### config.mk
export PLATFORM = sky130hd
export DESIGN_NAME = mem_bus_arbiter_flat
export DESIGN_NICKNAME = d
export VERILOG_FILES = /design/src/rtl/mem_bus_arbiter_if.sv /design/src/rtl/mem_bus_arbiter.sv /design/src/flat_wrapper.sv
export SDC_FILE = /design/constraint.sdc
export NUM_CORES = 1
export LEC_CHECK = 0
export ABC_AREA = 1
export CAP_MARGIN = 40
export CORE_MARGIN = 2
export CORE_UTILIZATION = 28
export DETAILED_ROUTE_END_ITERATION = 8
export GPL_TIMING_DRIVEN = 0
export HOLD_SLACK_MARGIN = 0.15
export MAX_ROUTING_LAYER = met4
export PLACE_DENSITY_LB_ADDON = 0.2
export SYNTH_ARGS = -nofsm -noshare
export SYNTH_HDL_FRONTEND = slang
export SYNTH_SLANG_ARGS = --single-unit
### constraint.sdc
create_clock -name clk -period 3.2 [get_ports clk]
set_input_delay 0.64 -clock clk [delete_from_list [all_inputs] [get_ports clk]]
set_output_delay 0.64 -clock clk [all_outputs]
set_load 0.03 [all_outputs]
### src/rtl/mem_bus_arbiter_if.sv
// Bus bundle between the two requesters, the arbiter and the data memory.
// Ports:
//   requester 0/1 : req, lock, we, addr, wdata -> arbiter; gnt, rvalid <- arbiter
//   shared        : rdata (qualified by rvalid0/rvalid1)
//   memory side   : mem_address_output, mem_data_output, mem_write -> memory;
//                   mem_data_input <- memory (valid the cycle after the address)
// Modports: slave = arbiter view, master = requester/memory environment view.
interface mem_bus_arbiter_if #(
    parameter int ADDR_WIDTH = 8,
    parameter int DATA_WIDTH = 8
);
    logic                  req0;
    logic                  lock0;
    logic                  we0;
    logic [ADDR_WIDTH-1:0] addr0;
    logic [DATA_WIDTH-1:0] wdata0;
    logic                  gnt0;
    logic                  rvalid0;

    logic                  req1;
    logic                  lock1;
    logic                  we1;
    logic [ADDR_WIDTH-1:0] addr1;
    logic [DATA_WIDTH-1:0] wdata1;
    logic                  gnt1;
    logic                  rvalid1;

    logic [DATA_WIDTH-1:0] rdata;
    logic [ADDR_WIDTH-1:0] mem_address_output;
    logic [DATA_WIDTH-1:0] mem_data_output;
    logic                  mem_write;
    logic [DATA_WIDTH-1:0] mem_data_input;

    modport slave (
        input  req0, lock0, we0, addr0, wdata0,
        input  req1, lock1, we1, addr1, wdata1,
        input  mem_data_input,
        output gnt0, rvalid0, gnt1, rvalid1, rdata,
        output mem_address_output, mem_data_output, mem_write
    );

    modport master (
        output req0, lock0, we0, addr0, wdata0,
        output req1, lock1, we1, addr1, wdata1,
        output mem_data_input,
        input  gnt0, rvalid0, gnt1, rvalid1, rdata,
        input  mem_address_output, mem_data_output, mem_write
    );
endinterface

### src/rtl/mem_bus_arbiter.sv
// Two-requester round-robin arbiter for the single-port data memory, with a
// bus lock for atomic multi-cycle sequences. Grant and memory access happen
// in the same cycle; read data returns one cycle later on the shared rdata.
// Ports:
//   clk           system clock, rising edge
//   async_nreset  asynchronous active-low reset
//   bus           mem_bus_arbiter_if.slave (requester and memory signals)
module mem_bus_arbiter #(
    parameter int ADDR_WIDTH = 8,
    parameter int DATA_WIDTH = 8
) (
    input  logic               clk,
    input  logic               async_nreset,
    mem_bus_arbiter_if.slave   bus
);

    logic last_gnt;
    logic lock_owner_valid;
    logic lock_owner;
    logic pend_rd0;
    logic pend_rd1;

    logic any_gnt;
    logic win;
    logic lock_hold;
    logic win_we;
    logic win_lock;
    logic [ADDR_WIDTH-1:0] win_addr;
    logic [DATA_WIDTH-1:0] win_wdata;

    // Winner selection. The lock only holds while its owner keeps requesting;
    // once the owner drops req, normal arbitration takes over in that cycle.
    always_comb begin
        lock_hold = lock_owner_valid && (lock_owner ? bus.req1 : bus.req0);
        any_gnt   = 1'b0;
        win       = 1'b0;
        if (lock_hold) begin
            any_gnt = 1'b1;
            win     = lock_owner;
        end else if (bus.req0 && bus.req1) begin
            any_gnt = 1'b1;
            win     = ~last_gnt;
        end else if (bus.req0) begin
            any_gnt = 1'b1;
            win     = 1'b0;
        end else if (bus.req1) begin
            any_gnt = 1'b1;
            win     = 1'b1;
        end
        // Outputs must stay quiet while reset is held, even with requests up.
        if (!async_nreset) begin
            any_gnt = 1'b0;
        end
    end

    always_comb begin
        win_we    = win ? bus.we1    : bus.we0;
        win_lock  = win ? bus.lock1  : bus.lock0;
        win_addr  = win ? bus.addr1  : bus.addr0;
        win_wdata = win ? bus.wdata1 : bus.wdata0;

        bus.gnt0               = any_gnt && !win;
        bus.gnt1               = any_gnt && win;
        bus.mem_address_output = any_gnt ? win_addr : '0;
        bus.mem_write          = any_gnt && win_we;
        bus.mem_data_output    = (any_gnt && win_we) ? win_wdata : '0;

        bus.rvalid0 = pend_rd0;
        bus.rvalid1 = pend_rd1;
        bus.rdata   = (pend_rd0 || pend_rd1) ? bus.mem_data_input : '0;
    end

    always_ff @(posedge clk or negedge async_nreset) begin
        if (!async_nreset) begin
            last_gnt         <= 1'b1;
            lock_owner_valid <= 1'b0;
            lock_owner       <= 1'b0;
            pend_rd0         <= 1'b0;
            pend_rd1         <= 1'b0;
        end else begin
            pend_rd0 <= bus.gnt0 && !bus.we0;
            pend_rd1 <= bus.gnt1 && !bus.we1;
            if (any_gnt) begin
                last_gnt <= win;
                if (win_lock) begin
                    lock_owner       <= win;
                    lock_owner_valid <= 1'b1;
                end else begin
                    lock_owner_valid <= 1'b0;
                end
            end else begin
                // No grant means the owner (if any) has dropped req: release.
                lock_owner_valid <= 1'b0;
            end
        end
    end

endmodule

### src/flat_wrapper.sv
// flat-port wrapper written by rule: the top's interface ports become plain ports
module mem_bus_arbiter_flat 
#(
    parameter int ADDR_WIDTH = 8,
    parameter int DATA_WIDTH = 8
)
  (clk, async_nreset, bus_req0, bus_lock0, bus_we0, bus_addr0, bus_wdata0, bus_req1, bus_lock1, bus_we1, bus_addr1, bus_wdata1, bus_mem_data_input, bus_gnt0, bus_rvalid0, bus_gnt1, bus_rvalid1, bus_rdata, bus_mem_address_output, bus_mem_data_output, bus_mem_write);
  mem_bus_arbiter_if #(.ADDR_WIDTH(ADDR_WIDTH), .DATA_WIDTH(DATA_WIDTH)) bus_i ();
  input  logic clk;
  input  logic async_nreset;
  input wire logic [$bits(bus_i.req0)-1:0] bus_req0;
  input wire logic [$bits(bus_i.lock0)-1:0] bus_lock0;
  input wire logic [$bits(bus_i.we0)-1:0] bus_we0;
  input wire logic [$bits(bus_i.addr0)-1:0] bus_addr0;
  input wire logic [$bits(bus_i.wdata0)-1:0] bus_wdata0;
  input wire logic [$bits(bus_i.req1)-1:0] bus_req1;
  input wire logic [$bits(bus_i.lock1)-1:0] bus_lock1;
  input wire logic [$bits(bus_i.we1)-1:0] bus_we1;
  input wire logic [$bits(bus_i.addr1)-1:0] bus_addr1;
  input wire logic [$bits(bus_i.wdata1)-1:0] bus_wdata1;
  input wire logic [$bits(bus_i.mem_data_input)-1:0] bus_mem_data_input;
  output wire logic [$bits(bus_i.gnt0)-1:0] bus_gnt0;
  output wire logic [$bits(bus_i.rvalid0)-1:0] bus_rvalid0;
  output wire logic [$bits(bus_i.gnt1)-1:0] bus_gnt1;
  output wire logic [$bits(bus_i.rvalid1)-1:0] bus_rvalid1;
  output wire logic [$bits(bus_i.rdata)-1:0] bus_rdata;
  output wire logic [$bits(bus_i.mem_address_output)-1:0] bus_mem_address_output;
  output wire logic [$bits(bus_i.mem_data_output)-1:0] bus_mem_data_output;
  output wire logic [$bits(bus_i.mem_write)-1:0] bus_mem_write;
  assign bus_i.req0 = bus_req0;
  assign bus_i.lock0 = bus_lock0;
  assign bus_i.we0 = bus_we0;
  assign bus_i.addr0 = bus_addr0;
  assign bus_i.wdata0 = bus_wdata0;
  assign bus_i.req1 = bus_req1;
  assign bus_i.lock1 = bus_lock1;
  assign bus_i.we1 = bus_we1;
  assign bus_i.addr1 = bus_addr1;
  assign bus_i.wdata1 = bus_wdata1;
  assign bus_i.mem_data_input = bus_mem_data_input;
  assign bus_gnt0 = bus_i.gnt0;
  assign bus_rvalid0 = bus_i.rvalid0;
  assign bus_gnt1 = bus_i.gnt1;
  assign bus_rvalid1 = bus_i.rvalid1;
  assign bus_rdata = bus_i.rdata;
  assign bus_mem_address_output = bus_i.mem_address_output;
  assign bus_mem_data_output = bus_i.mem_data_output;
  assign bus_mem_write = bus_i.mem_write;
  mem_bus_arbiter #(.ADDR_WIDTH(ADDR_WIDTH), .DATA_WIDTH(DATA_WIDTH)) u_core (.clk(clk), .async_nreset(async_nreset), .bus(bus_i));
endmodule
# Yosys cells after proc, flatten, opt, wreduce, memory -nomap -nowiden
# Index checks and enable logic that the tools add are counted.
[op_classes]
n_mux = 18
n_reduce_logical = 12
bitwise = 1
[ops]
columns = ["operator", "n"]
rows = [
  ["$mux W8", 5],
  ["$mux W1", 13],
  ["$logic_and A1 B1 Y1", 7],
  ["$logic_not A1 Y1", 3],
  ["$reduce_and A2 Y1", 1],
  ["$logic_or A1 B1 Y1", 1],
  ["$not A1 Y1", 1],
]
[totals]
in_bits = 48
regBits = 5
output_inout_bits = 29

# Depth between registers and ports, before layout
# Gate-level depths: netlist of the first run.
[depth]
depth_word = 7
mapped_depth = 9

# Worst setup path before layout of the first run
# Ideal clock, no wire load.
[synth_timing]
kind = "input port to output port"
startpoint = "input bus_req0"
endpoint = "output bus_mem_data_output[1]"
path_stages = 7
required_ns = 2.560
setup_slack_ns = 1.002
path_buffers = 1
t_arrival_ns = 1.558
path_cell_list = "nand3_4 > nand2_4 > buf_6 > nand2_2 > nand2_2 > nand2_4 > nor2_1"
[synth_via]
elab_chain_len = 6
word_cells_on_any_way = 14
[synth_lines]
columns = ["item", "line", "text"]
rows = [
  ["from (decl)", "flat_wrapper.sv:11", "input wire logic [$bits(bus_i.req0)-1:0] bus_req0;"],
  ["$mux W1, or another cell as far along", "mem_bus_arbiter.sv:43", "end else if (bus.req0) begin"],
  ["$mux W1 / $logic_and A1 B1 Y1 (equally long branches)", "mem_bus_arbiter.sv:40, mem_bus_arbiter.sv:34", ""],
  ["$mux W1", "mem_bus_arbiter.sv:37", "if (lock_hold) begin"],
  ["$mux W1 (on tied branches)", "mem_bus_arbiter.sv:51, mem_bus_arbiter.sv:57", ""],
  ["$logic_and A1 B1 Y1", "mem_bus_arbiter.sv:66", "bus.mem_data_output = (any_gnt && win_we) ? win_wdata : '0;"],
  ["$mux W8 (*)", "mem_bus_arbiter.sv:66", ""],
  ["to (decl)", "flat_wrapper.sv:28", "output wire logic [$bits(bus_i.mem_data_output)-1:0] bus_mem_data_output;"],
]
# Every way passes the cells marked *; elsewhere a longest branch is shown, timed or not.

# Worst setup path after layout of the first run
[layout_timing]
startpoint = "input async_nreset"
endpoint = "output bus_gnt1"
[layout_via]
elab_chain_len = 2
[layout_lines]
columns = ["item", "line", "text"]
rows = [
  ["from (decl)", "flat_wrapper.sv:10", "input logic async_nreset;"],
  ["$mux W1", "mem_bus_arbiter.sv:51", "if (!async_nreset) begin"],
  ["$logic_and A1 B1 Y1", "mem_bus_arbiter.sv:63", "bus.gnt1 = any_gnt && win;"],
  ["to (decl)", "flat_wrapper.sv:24", "output wire logic [$bits(bus_i.gnt1)-1:0] bus_gnt1;"],
]
# No other way between the ends.

==> results of run 1 <==
-- layer usage --
| metal | GRT usage (%) | routed length, um |
|---|---|---|
| met5 | - | 0 |
| met4 | 4.95 | 12 |
| met3 | 8.19 | 322 |
| met2 | 32.5 | 1030 |
| met1 | 17.8 | 751 |
-- registers in the layout (all words and copies together) (netlist names) --
signal,flops
u_core.bus.rvalid0,1
u_core.bus.rvalid1,1
u_core.last_gnt,1
u_core.lock_owner,1
u_core.lock_owner_valid,1
-- through the flow --
stage,cells,instance area (um2),TNS (ns)
2_1_floorplan,115,621,0
3_3_place_gp,219,1420,-0.222
3_5_place_dp,219,1420,-0.650
4_1_cts,223,1420,0
5_1_grt,223,1430,0
6_report,223,1430,0
-- kinds of logic after synthesis --
logic type / after synthesis / share of synthesized area, %
compound gates: 1 / 0.806
buf+inv: 25 / 19.0
flops: 5 / 20.4
simple gates: 84 / 59.9
-- worst register-to-register path: stages, from the launching register on --
cell and delay [ns]:
dfstp_2 0.51, inv_1 0.05, nand2_2 0.07, nand3_4 0.13, nand2_4 0.11, nor2_1 0.06
buf_4 0.17, nand2_1 0.08, nand2_1 0.05
-- cell usage in the layout (no fill, tap or decap) --
cell type,count
dlymetal6s2s_1,2
buf_6,2
clkdlybuf4s50_1,58
dfrtp_1,4
nand3_1,10
dlygate4sd2_1,16
nor2_1,20
inv_1,21
nor2_2,2
nand3_4,1
nand2_4,2
clkbuf_4,3
dfstp_2,1
clkbuf_1,1
nand2_2,4
buf_4,1
o21ai_0,1
clkinv_4,1
nand2_1,45
-- power groups by stage --
stage / clock, mW / sequential (mW) / combinational, mW
6_report: 0.0758 / 0.0740 / 0.218
5_1_grt: 0.0874 / 0.0747 / 0.239
4_1_cts: 0.0793 / 0.0742 / 0.221
3_5_place_dp: 0 / 0.0751 / 0.230
3_3_place_gp: 0 / 0.0748 / 0.226
2_1_floorplan: 0 / 0.0769 / 0.113
-- area by class of cell --
cell class | instances | area (um2)
buffer | 3 | 30.0
clock buffer | 4 | 26.3
fill | 202 | 721
inverter | 22 | 87.6
multi-input combinational | 85 | 377
sequential | 5 | 126
tap | 28 | 35.0
timing repair buffer | 76 | 746
-- worst paths after layout --
check | start | to | cells past startpoint
setup / recovery | async_nreset | bus_gnt1 | 5
hold / removal | u_core.lock_owner$_DFFE_PN0P_ | u_core.lock_owner$_DFFE_PN0P_ | 2
setup reg to reg | u_core.last_gnt$_DFFE_PN1P_ | u_core.lock_owner$_DFFE_PN0P_ | 8
hold reg to reg | u_core.lock_owner$_DFFE_PN0P_ | u_core.lock_owner$_DFFE_PN0P_ | 2
max in group asynchronous | async_nreset | u_core.last_gnt$_DFFE_PN1P_ | 1
min in group asynchronous | async_nreset | u_core.bus.rvalid1$_DFF_PN0_ | 1
==> metrics, run 1 <==
status finished, final reports clean; clock transition at the registers of the reported paths 0.04 ns; fmax between 0.3 and 0.4 GHz; Slowest-stage cell, CP clkdlybuf4s50_1; post-route ant nets 0; drt drc 0; Core Util, Final 66.5%; Crit path largest cell delay slightly below 0.7 ns; VDD IR max between 200 and 250 uV; Clk network pwr share between 20% and 30%; R2R setup slack about 1.9 ns; H-tree depth 1; critical path fanouts, max 10; Post-CTS Hold Buffers 0; layout cells sized above 1 8.72%; Hold WS about 0.47 ns; buffers added on ports 76; Die Area 0.00261 mm2; Setup crit end kind output pin; Critical Path RT roughly 2.6 ns; Total GRT Usage 18.2%; I/O pin count 77; WP data arrival roughly 2.4 ns; worst slew pin tran roughly 0.45 ns; synthesized instance count around 120; FP Rows 17; DRT iter0 DRCs 6; root buf cell clkbuf_4; WL final around 2100 um; Gate power share 59.3%; most common cell in the netlist nand2_1; Clock Sinks 5; Vias about 960; RSZ-0062 raised after global routing no; leakage about 0.81 nW; HPWL after DPL 1850 um; Sw Ratio roughly two fifths; Area Overhead vs Synth 130%; Syn Nets about 160; share of the cycle needed by the critical path after routing 94.8%; setup repair bufs after CTS 0; internal power around 0.22 mW; Synth Flop Type dfrtp_1; share of the synthesized area in the top cell type 27.2%; synth top area cells nand2_1 (27%), dfrtp_1 (16%), inv_1 (13%); family with the most delay on the worst path buffers and inverters; worst min path class reg2reg; # setup viols final 0; worst setup margin between 0.15 and 0.2 ns; core area about 0.0021 mm2; TritonCTS clock tree yes; GRT overflow 0; Switching Power 0.145 mW; Sequential Power Share between 20 and 25%; synthesized area per cell between 5 and 6 um2; latest clock arrival within the worst-skew pair roughly 0.25 ns; Cell variety after synth 14; wire length of the first global-routing pass approximately 3600 um; Clock Tree Buf Depth 2; #FFs+latches synth 5; die width 51.1 um; Setup crit start kind input pin; RePlAce Congestion ~0.67; most frequent cell on the critical path clkdlybuf4s50_1; largest net degree at the start of global routing 11; pre-CTS setup slack -0.0620 ns; antenna diode count 0; Slew HR between 70% and 80%; MaxCap Viol Count 0; YS warnings 0; Tot Pwr ~0.37 mW; Post-synth EDFFs 0; total CTS buffers 3; share of synthesized registers carrying an async set or reset 100%; Cell Pwr Density 258 mW/mm2; post-CTS sizing 16; vias in the first global route just over 900; Initial Util 28.9%; cell type with the largest total area after synthesis nand2_1; Clock Skew around 0.006 ns; Die H 51.1 um; WL/cell 9.51 um; critical path class in2out; critical path cell sequence clkdlybuf4s50_1 > inv_1 > nor2_1 > buf_4 > clkdlybuf4s50_1; DRT Pass-1 Iters 4; clock period minus final worst setup slack just over 3 ns; Mapped Area approximately 620 um2; sequential-to-total area share from yosys stat between 20% and 30%; final hold violation count 0; top post-synthesis cells by count nand2_1 (45), inv_1 (21), nor2_1 (20), nand3_1 (10); max-slew violation count 0; antenna violations before repair 0; Via density between 4 and 5; Nets roughly 240; CP Buf/Inv Count 4
(Power assumes the default switching activity.)
==> run 2, diff against run 1 <==
--- a/config.mk
+++ b/config.mk
@@ -7,9 +7,10 @@
 export LEC_CHECK = 0
 export ABC_AREA = 1
 export CAP_MARGIN = 40
-export CORE_MARGIN = 2
-export CORE_UTILIZATION = 28
+export CORE_AREA = 2 2 39 41
 export DETAILED_ROUTE_END_ITERATION = 8
+export DIE_AREA = 0 0 41 43
+export DONT_BUFFER_PORTS = 1
 export GPL_TIMING_DRIVEN = 0
 export HOLD_SLACK_MARGIN = 0.15
 export MAX_ROUTING_LAYER = met4
==> metrics, run 2 (synthesis results as in run 1) <==
TritonCTS clock tree yes (unchanged); Initial Util 44.8% (was 28.9%); placed cells 131 (was 219); clock period minus final worst setup slack 2.55 ns (was 3.03 ns); critical path class reg2out (was in2out); Setup TNS Final 0 ns (unchanged); clock transition at the registers of the reported paths 0.04 ns (about the same); most common cell after layout, fill and taps aside nand2_1 (was clkdlybuf4s50_1); non-filler cells in the finished layout 136 (was 223); VDD IR max 376 uV (was 205 uV); # setup viols final 0 (unchanged); wire length of the first global-routing pass 1770 um (was 3570 um); Clock Tree Buf Depth 2 (unchanged); H-tree depth 1 (unchanged); Sw Ratio 45.8% (was 39.5%); Slew HR 62.5% (was 70.0%); die width 41 um (was 51.1 um); MaxCap Viol Count 0 (unchanged); buffers added on ports 0 (was 76); I/O pin count 77 (unchanged); largest net degree at the start of global routing 11 (unchanged); global-route met3 utilization 6.28% (was 8.19%); layout cells sized above 1 14.2% (was 8.72%); gr busiest metal met2 (unchanged); Die Area 0.00176 mm2 (was 0.00261 mm2); Total GRT Usage 15.2% (was 18.2%); DRT Pass-1 Iters 4 (unchanged); worst reg2reg path depth 8 (unchanged); RSZ-0062 raised after global routing no (unchanged); Setup crit end kind output pin (unchanged); total CTS buffers 3 (unchanged); Nets 169 (was 244); DRT iter0 DRCs 10 (was 6); Setup crit start kind flop (was input pin); Vias 682 (was 961); fmax 0.392 GHz (was 0.330 GHz); RePlAce Congestion 0.805 (was 0.667); most frequent cells in the layout nand2_1 (45), inv_1 (21), nor2_1 (20), nand3_1 (10) (was clkdlybuf4s50_1 (58), nand2_1 (45), inv_1 (21), nor2_1 (20), dlygate4sd2_1 (16)); core area 0.00138 mm2 (was 0.00215 mm2); worst slew pin tran 0.561 ns (was 0.448 ns); GRT overflow 0 (unchanged); antenna diode count 0 (unchanged); status finished, final reports clean (unchanged); Clock Skew 0.00431 ns (was 0.00618 ns); internal power 0.148 mW (was 0.223 mW); Switching Power 0.125 mW (was 0.145 mW); FP Rows 14 (was 17); Sequential Power Share 28.2% (was 20.1%); Tot Pwr 0.273 mW (was 0.368 mW); Gate power share 45.8% (was 59.3%); Clk network pwr share 26.0% (was 20.6%); met2 usage 27.2% (was 32.5%); WL final 1450 um (was 2120 um); max-slew violation count 0 (unchanged); Cell Pwr Density 403 mW/mm2 (was 258 mW/mm2); met1 usage 12.7% (was 17.8%); Critical Path RT 2.56 ns (about the same); Die H 43 um (was 51.1 um); HPWL after DPL 1160 um (was 1850 um); leakage 0.439 nW (was 0.813 nW); post-route ant nets 0 (unchanged); Area Overhead vs Synth 9.07% (was 130%); root buf cell clkbuf_4 (unchanged); WP data arrival 1.91 ns (was 2.39 ns); antenna violations before repair 0 (unchanged); Via density 5.01 (was 4.31); drt drc 0 (unchanged); vias in the first global route 487 (was 935); latest clock arrival within the worst-skew pair 0.24 ns (was 0.25 ns); worst min path class in2async (was reg2reg); share of the cycle needed by the critical path after routing 79.8% (was 94.8%); Clock Sinks 5 (unchanged); setup repair bufs after CTS 0 (unchanged); WL/cell 10.6 um (was 9.51 um); critical path fanouts, max 10 (unchanged); final hold violation count 0 (unchanged)
-- run 2: cell types whose count changed in the layout (fill, tap and decap cells not counted) --
| cell | before | now |
|---|---|---|
| dlymetal6s2s_1 | 2 | 0 |
| dlygate4sd2_1 | 16 | 0 |
| clkdlybuf4s50_1 | 58 | 0 |
| dlygate4sd3_1 | 0 | 1 |
-- run 2: path summary, 6_finish.rpt --
| kind | from | slack, ns | end |
|---|---|---|---|
| min reg2reg | u_core.lock_owner$_DFFE_PN0P_ | 0.48 | u_core.lock_owner$_DFFE_PN0P_ |
| max | u_core.last_gnt$_DFFE_PN1P_ | 0.65 | bus_mem_data_output[7] |
| max reg2reg | u_core.last_gnt$_DFFE_PN1P_ | 1.81 | u_core.lock_owner_valid$_DFF_PN0_ |
| max in group asynchronous | async_nreset | 2.36 | u_core.lock_owner_valid$_DFF_PN0_ |
| min | async_nreset | 0.24 | u_core.last_gnt$_DFFE_PN1P_ |
| min in group clk | bus_we1 | 0.47 | u_core.bus.rvalid1$_DFF_PN0_ |
-- run 2: repair_timing --
| action | 4_1_cts | 5_1_grt |
|---|---|---|
| hold buffers | 1 | 0 |
| endpoints found under the hold margin | 4 | 0 |
| resized for setup | 0 | 0 |
-- run 2: area by class of cell --
cell class                      instances  area [um2]
Fill cell                             160         707
Multi-Input combinational cell         85         377
Sequential cell                         5         126
Inverter                               22        87.6
Buffer                                  3        30.0
Clock buffer                            4        26.3
Tap cell                               16        20.0
Timing Repair Buffer                    1        10.0
-- run 2: layer usage --
| metal | vias up | wire length (um) |
|---|---|---|
| met3 | 0 | 217 |
| met2 | 56 | 730 |
| li1 | 343 | - |
| met4 | 0 | 0 |
| met5 | - | 0 |
| met1 | 283 | 497 |
-- run 2: critical path: stages, from the launching register on --
cell     delay [ns]
dfstp_2        0.51
inv_1          0.05
nand2_2        0.08
nand3_4        0.14
nand2_4        0.11
buf_6          0.14
nand2_2        0.05
nand2_2        0.07
nand2_4        0.08
nor2_1         0.45
-- run 2: power groups by stage --
stage          Sequential [mW]  Clock, mW  Combinational, mW
5_1_grt                 0.0776     0.0804              0.138
2_1_floorplan           0.0769          0              0.113
6_report                0.0770     0.0709              0.125
3_5_place_dp            0.0776          0              0.124
4_1_cts                 0.0768     0.0740              0.126
3_3_place_gp            0.0775          0              0.122
-- run 2: stage by stage --
stage / utilization [%] / hold slack, ns / cell area (um2) / setup WS (ns)
floorplan: - / 0.344 / 621 / 1.00
global placement: 46.3 / 0.345 / 641 / 0.902
detailed placement: 46.3 / 0.344 / 641 / 0.876
CTS: 48.9 / 0.232 / 677 / 0.616
global route: 48.9 / 0.219 / 677 / 0.533
finish: 48.9 / 0.240 / 677 / 0.647
